===== config.mk =====
export PLATFORM = sky130hd
export DESIGN_NAME = float_const_sub
export DESIGN_NICKNAME = d
export VERILOG_FILES = /design/src/rtl/float_pkg.sv /design/src/rtl/float_classify.sv /design/src/rtl/float_const_sub.sv
export SDC_FILE = /design/constraint.sdc
export NUM_CORES = 1
export LEC_CHECK = 0
export BUFFER_PORTS_ARGS = -buffer_cell sky130_fd_sc_hd__buf_2
export CAP_MARGIN = 20
export CORE_MARGIN = 2
export CORE_UTILIZATION = 55
export CTS_BUF_LIST = sky130_fd_sc_hd__clkbuf_16
export DETAILED_ROUTE_END_ITERATION = 6
export PLACE_DENSITY = 0.7
export SETUP_SLACK_MARGIN = 0.1
export SLEW_MARGIN = 5
export SYNTH_ARGS = -nofsm -noshare
export SYNTH_HDL_FRONTEND = slang
export SYNTH_SLANG_ARGS = --single-unit

===== constraint.sdc =====
create_clock -name clk -period 6.91 [get_ports clk]
set_clock_uncertainty 0.15 [all_clocks]
set_input_delay 0.691 -clock clk [delete_from_list [all_inputs] [get_ports clk]]
set_output_delay 0.691 -clock clk [all_outputs]
set_load 0.005 [all_outputs]

===== src/rtl/float_pkg.sv =====
// Shared types and constants for the parametrised float constant-subtract unit.
package float_pkg;

  localparam int DEF_EXP_W = 8;
  localparam int DEF_MAN_W = 23;

  typedef enum logic [2:0] {
    S_IDLE,
    S_UNPACK,
    S_ALIGN,
    S_ADDSUB,
    S_NORM,
    S_ROUND,
    S_DONE
  } state_t;

  typedef enum logic [1:0] {
    CLS_ZERO,
    CLS_NORMAL,
    CLS_INF,
    CLS_NAN
  } fclass_t;

  function automatic int bias(input int exp_w);
    return (1 << (exp_w - 1)) - 1;
  endfunction

  // Positive infinity, right-aligned in 64 bits; callers cast to their word width.
  function automatic logic [63:0] inf_const(input int exp_w, input int man_w);
    logic [63:0] ones;
    ones = (64'd1 << exp_w) - 64'd1;
    return ones << man_w;
  endfunction

  function automatic logic [63:0] qnan_const(input int exp_w, input int man_w);
    return inf_const(exp_w, man_w) | (64'd1 << (man_w - 1));
  endfunction

endpackage


===== src/rtl/float_classify.sv =====
// Combinational unpack of one float word: sign, exponent, mantissa with hidden bit, class.
module float_classify
  import float_pkg::*;
#(
  parameter int EXP_W = DEF_EXP_W,
  parameter int MAN_W = DEF_MAN_W
) (
  input  logic [EXP_W+MAN_W:0] value,
  output logic                 sign,
  output logic [EXP_W-1:0]     exponent,
  output logic [MAN_W:0]       mantissa,
  output fclass_t              cls
);

  logic [EXP_W-1:0] raw_exp;
  logic [MAN_W-1:0] raw_frac;

  assign sign     = value[EXP_W+MAN_W];
  assign raw_exp  = value[EXP_W+MAN_W-1:MAN_W];
  assign raw_frac = value[MAN_W-1:0];

  // Subnormals are flushed: they report as zero with a cleared mantissa.
  always_comb begin
    cls      = CLS_NORMAL;
    exponent = raw_exp;
    mantissa = {1'b1, raw_frac};
    if (raw_exp == '1) begin
      cls = (raw_frac == '0) ? CLS_INF : CLS_NAN;
    end else if (raw_exp == '0) begin
      cls      = CLS_ZERO;
      exponent = '0;
      mantissa = '0;
    end
  end

endmodule


===== src/rtl/float_const_sub.sv =====
// Multi-cycle IEEE-754 unit computing float_out = CONST - float_in with a start/ready handshake.
module float_const_sub
  import float_pkg::*;
#(
  parameter int                  EXP_W     = DEF_EXP_W,
  parameter int                  MAN_W     = DEF_MAN_W,
  parameter logic [EXP_W+MAN_W:0] CONST    = 32'h3FC00000,
  parameter bit                  ROUND_RNE = 1'b1
) (
  input  logic                 clk,
  input  logic                 rst,
  input  logic                 start,
  input  logic [EXP_W+MAN_W:0] float_in,
  output logic [EXP_W+MAN_W:0] float_out,
  output logic                 ready
);

  localparam int W  = 1 + EXP_W + MAN_W;
  localparam int MW = MAN_W + 4;  // hidden + fraction + guard/round/sticky
  localparam int SW = MAN_W + 5;  // plus carry
  localparam logic [W-1:0]     QNAN      = W'(qnan_const(EXP_W, MAN_W));
  localparam logic [W-1:0]     INF_POS   = W'(inf_const(EXP_W, MAN_W));
  localparam logic [EXP_W-1:0] MAX_SHIFT = EXP_W'(MAN_W + 3);
  localparam logic [EXP_W:0]   EXP_ONES  = {1'b0, {EXP_W{1'b1}}};

  state_t state_reg, state_next;

  logic [W-1:0]     x_reg;
  logic [W-1:0]     out_reg;
  logic [MW-1:0]    big_reg, small_reg;
  logic [SW-1:0]    sum_reg;
  logic [EXP_W:0]   exp_reg;
  logic [EXP_W-1:0] diff_reg;
  logic             sign_reg, sub_reg, zero_reg;

  logic             x_sign, c_sign;
  logic [EXP_W-1:0] x_exp, c_exp;
  logic [MAN_W:0]   x_man, c_man;
  fclass_t          x_cls, c_cls;

  float_classify #(.EXP_W(EXP_W), .MAN_W(MAN_W)) u_class_x (
    .value(x_reg), .sign(x_sign), .exponent(x_exp), .mantissa(x_man), .cls(x_cls)
  );

  float_classify #(.EXP_W(EXP_W), .MAN_W(MAN_W)) u_class_c (
    .value(CONST), .sign(c_sign), .exponent(c_exp), .mantissa(c_man), .cls(c_cls)
  );

  // Special-value short cut taken from UNPACK.
  logic         special;
  logic [W-1:0] special_val;
  logic         x_bigger;

  assign x_bigger = {x_exp, x_man} > {c_exp, c_man};

  always_comb begin
    special     = 1'b1;
    special_val = '0;
    if (x_cls == CLS_NAN || c_cls == CLS_NAN) begin
      special_val = QNAN;
    end else if (x_cls == CLS_INF) begin
      special_val = {~x_sign, INF_POS[W-2:0]};
    end else if (x_cls == CLS_ZERO) begin
      special_val = CONST;
    end else begin
      special = 1'b0;
    end
  end

  // Alignment: every bit shifted out of the small operand folds into sticky.
  logic [MW-1:0] aligned, shifted, lost_mask;

  always_comb begin
    shifted   = small_reg >> diff_reg;
    lost_mask = ~({MW{1'b1}} << diff_reg);
    if (diff_reg > MAX_SHIFT) begin
      aligned = {{(MW-1){1'b0}}, |small_reg};
    end else begin
      aligned = shifted | {{(MW-1){1'b0}}, |(small_reg & lost_mask)};
    end
  end

  logic [SW-1:0] sum_calc;

  assign sum_calc = sub_reg ? ({1'b0, big_reg} - {1'b0, small_reg})
                            : ({1'b0, big_reg} + {1'b0, small_reg});

  logic norm_carry, norm_zero, norm_hidden, norm_flush;

  assign norm_carry  = sum_reg[SW-1];
  assign norm_zero   = (sum_reg == '0);
  assign norm_hidden = sum_reg[SW-2];
  assign norm_flush  = (exp_reg <= (EXP_W+1)'(1));

  // Rounding and packing of the normalised sum.
  logic             round_inc;
  logic [MAN_W+1:0] man_rounded;
  logic [EXP_W:0]   exp_rounded;
  logic [MAN_W-1:0] frac_rounded;
  logic [W-1:0]     round_val;

  always_comb begin
    round_inc    = ROUND_RNE && sum_reg[2] && (sum_reg[1] || sum_reg[0] || sum_reg[3]);
    man_rounded  = {1'b0, sum_reg[SW-2:3]} + (MAN_W+2)'(round_inc);
    exp_rounded  = exp_reg + {{EXP_W{1'b0}}, man_rounded[MAN_W+1]};
    frac_rounded = man_rounded[MAN_W+1] ? man_rounded[MAN_W:1] : man_rounded[MAN_W-1:0];
    round_val    = {sign_reg, exp_rounded[EXP_W-1:0], frac_rounded};
    if (zero_reg) begin
      round_val = '0;
    end else if (exp_rounded >= EXP_ONES) begin
      round_val = {sign_reg, INF_POS[W-2:0]};
    end
  end

  always_ff @(posedge clk or posedge rst) begin
    if (rst) begin
      state_reg <= S_IDLE;
    end else begin
      state_reg <= state_next;
    end
  end

  always_comb begin
    state_next = state_reg;
    case (state_reg)
      S_IDLE, S_DONE: if (start) state_next = S_UNPACK;
      S_UNPACK:       state_next = special ? S_DONE : S_ALIGN;
      S_ALIGN:        state_next = S_ADDSUB;
      S_ADDSUB:       state_next = S_NORM;
      S_NORM: begin
        if (norm_carry || norm_zero || norm_hidden || norm_flush) state_next = S_ROUND;
      end
      S_ROUND:        state_next = S_DONE;
      default:        state_next = S_IDLE;
    endcase
  end

  always_ff @(posedge clk or posedge rst) begin
    if (rst) begin
      x_reg     <= '0;
      out_reg   <= '0;
      big_reg   <= '0;
      small_reg <= '0;
      sum_reg   <= '0;
      exp_reg   <= '0;
      diff_reg  <= '0;
      sign_reg  <= 1'b0;
      sub_reg   <= 1'b0;
      zero_reg  <= 1'b0;
    end else begin
      case (state_reg)
        S_IDLE, S_DONE: if (start) x_reg <= float_in;
        S_UNPACK: begin
          zero_reg <= 1'b0;
          sub_reg  <= c_sign ^ ~x_sign;
          if (special) begin
            out_reg <= special_val;
          end else if (x_bigger) begin
            big_reg   <= {x_man, 3'b000};
            small_reg <= {c_man, 3'b000};
            exp_reg   <= {1'b0, x_exp};
            diff_reg  <= x_exp - c_exp;
            sign_reg  <= ~x_sign;
          end else begin
            big_reg   <= {c_man, 3'b000};
            small_reg <= {x_man, 3'b000};
            exp_reg   <= {1'b0, c_exp};
            diff_reg  <= c_exp - x_exp;
            sign_reg  <= c_sign;
          end
        end
        S_ALIGN:  small_reg <= aligned;
        S_ADDSUB: sum_reg   <= sum_calc;
        S_NORM: begin
          if (norm_carry) begin
            sum_reg <= {1'b0, sum_reg[SW-1:2], sum_reg[1] | sum_reg[0]};
            exp_reg <= exp_reg + (EXP_W+1)'(1);
          end else if (norm_zero) begin
            zero_reg <= 1'b1;
          end else if (!norm_hidden) begin
            if (norm_flush) begin
              zero_reg <= 1'b1;
            end else begin
              sum_reg <= sum_reg << 1;
              exp_reg <= exp_reg - (EXP_W+1)'(1);
            end
          end
        end
        S_ROUND:  out_reg <= round_val;
        default: ;
      endcase
    end
  end

  assign float_out = out_reg;
  assign ready     = (state_reg == S_DONE);

endmodule


==> flow_summary.toml, run 1 <==
[clock_network]
clockBufferDepth = 2
ctsHoldBuffers = 0
numCtsBuffers = 17
postCtsSetupBuffers = 0
clk_latency_ns = 0.44
cts_tree = "yes"
path_clk_slew_ns = 0.08
cts-htree-levels = 4
ctsResizeCount = 0
clk_root_buffer_cell = "clkbuf_16"
cts.sinks = 166

[drt]
first_pass_iters = 7
wl_per_cell_um = 20.83
viasPerCell = 6.550
drtAntennaViolNets = 0
routed_wl_mm = 35.57
dr.first_iter.drc_count = 1160
vias = 11180
remaining_drc_errors = 0

[status]
outcome = "completed"

[critical_path]
arrival_ns = 4.73
reg2reg_from = "small_reg[0]"
cp_slowest_stage_delay_ns = 0.55
required_ns = 7.14
cp_max_fo = 8
rrSetupSlack_ns = 2.40
crit_path_end_kind = "flop"
cp_slowest_cell = "a2111oi_0"
critPathKind = "reg2reg"
path_buf_inv = 1
r2r_cells = 15
critical-path-top-delay-family = "compound AO/OA/AOI/OAI gates"
crit_chain = "inv_1 -> ha_1 -> nand3_1 -> or4_1 -> nor2_1 -> a21oi_1 -> xnor2_1 -> ha_1 -> a21o_1 -> a2111oi_0 -> o2111ai_1 -> a21oi_2 -> o32ai_1 -> or3b_1 -> a21oi_2"
startpoint_type = "flop"
reg2reg_to = "sum_reg[25]"

[yosys]
ys_seq_area_share_pct = 34.43
yosysTopAreaCell = "dfrtp_1"
async_flop_share_pct = 100.0
netlist_area_um2 = 12070
synth_cell_types = 81
syn_area_per_cell_um2 = 8.339
syn_inst = 1447
ys.flop_type = "dfrtp_1"
yosys_warnings = 0
synth_edf_count = 0
syn_nets = 1518
synth_top_area_share_pct = 34.43
synth.area.top_cells = "dfrtp_1, nand2_1, o21ai_0"
ys_ff_latch = 166

[sta]
setup_tns_ns = 0
period_share_pct = 65.22
setup_ws_ns = 2.404
period_minus_slack_ns = 4.506
fmax_mhz = 221.9
tightest_slew_ns = 1.106
maxSlewViolCount = 0
relSlewSlack_pct = 26.27
rsz0062_at_grt = "false"
finalSetupViolations = 0
hold_viol_final = 0

[grt]
grt_pass1_vias = 10650
busiest_layer = "met2"
gr-usage-met3_pct = 4.934
grt_pass1_wl_mm = 57.93
grt_max_degree = 102
grt.overflow.total = 0
met2_usage_pct = 48.24
grt_use_total_pct = 30.84
antenna_found_initial = 0
grtUsageMet1_pct = 41.57

[pwr]
power_density_nw_per_um2 = 611.5
vdd.ir_drop.worst_uv = 331.9
p_leak_nw = 5.432

[die]
rows = 54
die_height_um = 152.1
core_um2 = 21690
die_width_um = 152.1
start_util_pct = 55.64
io_pins = 68
dieArea_um2 = 23140

[layout]
filler_cell_count = 1983
multi_input_area_um2 = 7234
num_antenna_cells = 0
seqCellArea_um2 = 4154
fin_nets = 1485
drive_gt1_share_pct = 13.38
finalCoreUtilization_pct = 59.54
syn_to_final_growth_pct = 7.010

[placed_design]
dp_hpwl_mm = 25.08
place.gp.congestion = 0.9459
dp_slack_ns = 2.382
io_buffers = 67

[hold_path]
hold_class = "in2async"

[job]
drv_cap = 0
==> worst register-to-register path, stage by stage, from the launching register on <==
cell       delay, ns
dfrtp_1         0.49
inv_1           0.14
ha_1            0.28
nand3_1         0.14
or4_1           0.44
nor2_1          0.27
a21oi_1         0.14
xnor2_1         0.17
ha_1            0.36
a21o_1          0.23
a2111oi_0       0.55
o2111ai_1       0.22
a21oi_2         0.20
o32ai_1         0.15
or3b_1          0.39
a21oi_2         0.12
==> synth_stat cells (7+ instances only) <==
cell and count:
dfrtp_1 166, nand2_1 163, nor2_1 136, o21ai_0 114
clkbuf_1 91, a21oi_1 88, nand3_1 58, xnor2_1 48
ha_1 36, inv_1 35, mux2_2 33, nor3_1 32
buf_2 28, xor2_1 27, a31oi_1 24, o21ai_1 21
mux2i_1 20, and3_1 19, nand4_1 19, or3_1 19
mux4_2 18, nor4_1 18, o211ai_1 18, a221oi_1 16
a222oi_1 16, o21a_1 14, o22ai_1 14, a211oi_1 13
a21o_1 12, buf_1 9, nand2b_1 8, o22a_1 8
o31ai_1 7, or4_1 7
==> area by class of cell <==
type / count / area share (%)
Timing Repair Buffer: 80 / 3.353
Multi-Input combinational cell: 1113 / 56.03
Tap cell: 280 / 2.713
Sequential cell: 166 / 32.17
Inverter: 36 / 1.085
Clock buffer: 17 / 3.295
Clock inverter: 15 / 1.357
==> cell usage in the layout, fill, tap and decap left out, drive strengths merged, types with 8 or more instances in the layout <==
| cell | netlist | routed |
|---|---|---|
| nand2 | 163 | 163 |
| o21a | 14 | 14 |
| a21o | 12 | 12 |
| and3 | 19 | 19 |
| mux2 | 33 | 33 |
| dfrtp | 166 | 166 |
| inv | 36 | 45 |
| a31oi | 24 | 24 |
| clkbuf | 91 | 17 |
| nand4 | 20 | 20 |
| mux4 | 19 | 19 |
| nor2 | 136 | 136 |
| a221oi | 16 | 16 |
| or3 | 19 | 19 |
| a21oi | 90 | 90 |
| xor2 | 28 | 28 |
| nor3 | 33 | 33 |
| a222oi | 16 | 16 |
| nor4 | 20 | 20 |
| o22a | 8 | 8 |
| nand2b | 8 | 8 |
| o21ai | 135 | 135 |
| xnor2 | 48 | 48 |
| o22ai | 14 | 14 |
| a211oi | 13 | 13 |
| buf | 41 | 80 |
| o211ai | 18 | 18 |
| ha | 36 | 36 |
| nand3 | 59 | 59 |
| mux2i | 20 | 20 |
==> where the power goes <==
part | internal (mW) | total, mW | switching [mW]
combinational | 1.94 | 4.60 | 2.66
sequential | 1.42 | 2.29 | 0.873
clock | 0.520 | 1.00 | 0.483
==> kinds of logic after synthesis <==
family                     share of synthesized area (%)
AOI/OAI and AO/OA                                  21.80
adders and majority gates                          3.816
xor gates and xnor gates                           5.672
buffers and inverters                              5.765
DFF                                                34.43
and+or+nand+nor                                    20.21
muxes                                              8.316
==> layer usage <==
metal	wire length [µm]	vias up	share of wire, %
li1	-	5206	-
met1	15170	5362	43
met2	16100	503	45
met3	2487	109	7.0
met4	1811	0	5.1
met5	0	-	0
==> stage by stage <==
step / power, mW / cell area, µm² / cells / hold WS [ns]
after floorplan: 5.631 / 12070 / 1447 / 0.2965
after global placement: 6.727 / 12310 / 1675 / 0.3111
after detailed placement: 6.795 / 12310 / 1675 / 0.3180
after CTS: 7.821 / 12910 / 1707 / 0.2892
after global routing: 8.512 / 12910 / 1707 / 0.3080
final: 7.896 / 12910 / 1707 / 0.2925
==> worst max path at each step <==
stage          cells past startpoint         start           end  slack (ns)
2_1_floorplan                      1           rst   big_reg[10]        1.58
3_3_place_gp                      14    sum_reg[2]  float_out[6]        2.55
3_5_place_dp                      14    sum_reg[2]  float_out[8]        2.38
4_1_cts                           14    sum_reg[2]  float_out[8]        2.36
5_1_grt                           14    sum_reg[2]  float_out[2]        1.99
6_report                          15  small_reg[0]   sum_reg[25]        2.40
(Power assumes the default switching activity.)
==> run 2: changes to the inputs <==
--- a/config.mk
+++ b/config.mk
@@ -5,13 +5,14 @@
 export SDC_FILE = /design/constraint.sdc
 export NUM_CORES = 1
 export LEC_CHECK = 0
+export ABC_AREA = 1
 export BUFFER_PORTS_ARGS = -buffer_cell sky130_fd_sc_hd__buf_2
 export CAP_MARGIN = 20
 export CORE_MARGIN = 2
 export CORE_UTILIZATION = 55
 export CTS_BUF_LIST = sky130_fd_sc_hd__clkbuf_16
 export DETAILED_ROUTE_END_ITERATION = 6
-export PLACE_DENSITY = 0.7
+export PLACE_DENSITY = 0.73
 export SETUP_SLACK_MARGIN = 0.1
 export SLEW_MARGIN = 5
 export SYNTH_ARGS = -nofsm -noshare
==> constraint.sdc (replaced) <==
create_clock -name clk -period 3.66 [get_ports clk]
set_clock_uncertainty 0.15 [all_clocks]
set_input_delay 0.366 -clock clk [delete_from_list [all_inputs] [get_ports clk]]
set_output_delay 0.366 -clock clk [all_outputs]
set_load 0.005 [all_outputs]
==> flow_summary.toml, run 2 <==
[status]
outcome = "completed"

[grt]
grt.overflow.total = 0
grt_max_degree = 55
antenna_found_initial = 0
grt_use_total_pct = 36.29
grt_pass1_wl_mm = 73.89
grt_pass1_vias = 13730

[yosys]
synthTopCellsByCount = "nand2_1, nor2_1, nand3_1, inv_1, dfrtp_1"
synth.area.top_cells = "dfrtp_1, nand2_1, nand3_1"
yosysTopAreaCell = "dfrtp_1"
synth_top_area_share_pct = 30.68
synth_cell_types = 53
ys_ff_latch = 166
syn_inst = 2093
ys_seq_area_share_pct = 30.68
syn_area_per_cell_um2 = 6.469
syn_nets = 2164
synthMostInstantiatedCell = "nand2_1"
synth_edf_count = 0
yosys_warnings = 0
netlist_area_um2 = 13540
ys.flop_type = "dfrtp_1"
async_flop_share_pct = 100.0

[sta]
period_minus_slack_ns = 3.388
holdWs_ns = 0.005890
hold_viol_final = 0
setup_ws_ns = 0.2720
rsz0062_at_grt = "true"
fmax_mhz = 295.2
period_share_pct = 92.57
maxSlewViolCount = 0
tightest_slew_ns = 0.9134
finalSetupViolations = 0
relSlewSlack_pct = 38.98

[layout]
finalCoreUtilization_pct = 62.86
finalNonFillerCells = 2498
drive_gt1_share_pct = 13.29
fin_nets = 2233
final_common_cell = "nand2_1"
filler_cell_count = 2347
syn_to_final_growth_pct = 12.57
layout_common_cells = "nand2_1, nor2_1, nand3_1, inv_1, dfrtp_1"
num_antenna_cells = 0

[die]
dieArea_um2 = 25890
start_util_pct = 55.84
die_width_um = 160.9
core_um2 = 24250
rows = 57
die_height_um = 160.9
io_pins = 68

[placed_design]
dp_cells = 2451
dp_hpwl_mm = 36.01
dp_slack_ns = -0.1049
place.gp.congestion = 0.9972
io_buffers = 67

[critical_path]
arrival_ns = 3.59
crit_path_end_kind = "flop"
cp_slowest_cell = "dfrtp_1"
crit_chain = "nor3_2 -> nand2_1 -> nand2_1 -> nand2_1 -> a21oi_2 -> o21a_1 -> o21ai_0 -> xor2_1 -> ha_4 -> a21oi_2 -> o21ai_0 -> nand2_1 -> nand3_1 -> nor2_2 -> nand2_1 -> nand2_1 -> nand3_1 -> a21boi_0"
critPathKind = "reg2reg"
startpoint_type = "flop"
cp_max_fo = 6
cp_slowest_stage_delay_ns = 0.44
required_ns = 3.86
cpMostUsedCell = "nand2_1"

[clock_network]
cts_tree = "yes"
clk_root_buffer_cell = "clkbuf_16"
clk_latency_ns = 0.44
cts.sinks = 166
cts-htree-levels = 4
clockBufferDepth = 2
path_clk_slew_ns = 0.07
numCtsBuffers = 17

[drt]
dr.first_iter.drc_count = 1582
routed_wl_mm = 46.76
vias = 14590
wl_per_cell_um = 18.72
remaining_drc_errors = 0
viasPerCell = 5.841
drtAntennaViolNets = 0
first_pass_iters = 7

[job]
drv_cap = 0

[hold_path]
hold_class = "in2reg"
==> run 2: final timing paths <==
| check | start | end | slack (ns) | cells after the start |
|---|---|---|---|---|
| worst max-delay path | small_reg[1] | sum_reg[26] | 0.27 | 18 |
| worst min-delay path | float_in[11] | x_reg[11] | 0.006 | 2 |
| worst max register to register | small_reg[1] | sum_reg[26] | 0.27 | 18 |
| worst min register to register | state_reg[0] | state_reg[0] | 0.33 | 1 |
| max in group asynchronous | rst | x_reg[21] | 2.07 | 4 |
| min in group asynchronous | rst | float_out[17] | 0.51 | 3 |
==> run 2: through the flow <==
step / TNS, ns / instance area (µm²)
after floorplan: 0 / 13540
after global placement: -0.07400 / 14300
after detailed placement: -0.3169 / 14300
after CTS: 0 / 14960
after global routing: 0 / 15240
final: 0 / 15240
==> run 2: final cells by class <==
| class | instances | area, µm² | share of cell area (%) |
|---|---|---|---|
| multi-input combinational | 1622 | 8342 | 54.73 |
| sequential | 166 | 4154 | 27.25 |
| timing repair buffer | 135 | 900.9 | 5.910 |
| inverter | 220 | 844.6 | 5.541 |
| clock buffer | 17 | 425.4 | 2.791 |
| tap | 324 | 405.4 | 2.660 |
| clock inverter | 14 | 170.2 | 1.116 |
==> run 2: critical path: cells and delay by family, from the launching register on <==
kind / cells / cell delay (ns)
simple gates: 10 / 1.10
flops: 1 / 0.44
fa+ha+maj: 1 / 0.29
xor+xnor: 1 / 0.36
compound gates: 6 / 0.96
==> run 2: cell families after synthesis <==
logic type	share of synthesized area, %
AO/OA/AOI/OAI	14.90
buffers and inverters	9.148
multiplexers	0.9148
flip-flops	30.68
XOR/XNOR	3.622
adder cells (fa/ha/maj)	3.327
AND/OR/NAND/NOR	37.41
==> run 2: repair_timing <==
action                                  CTS  global route
pin swaps                                 1            11
setup buffers                             4             9
hold buffers                              2             0
endpoints found under the setup margin   16            44
gates resized for setup                   4            56
endpoints found under the hold margin    32             0
==> run 2: metal layers <==
metal / global-route usage (%) / wire length [µm] / vias up
li1: - / - / 7006
met1: 48.39 / 19380 / 6751
met2: 59.75 / 22000 / 709
met3: 4.830 / 3369 / 126
met4: 14.81 / 2010 / 0
met5: 0 / 0 / -
Power of run 2 is not shown: default switching activity piles up to over one toggle a cycle in this logic, so the estimate is an artifact.
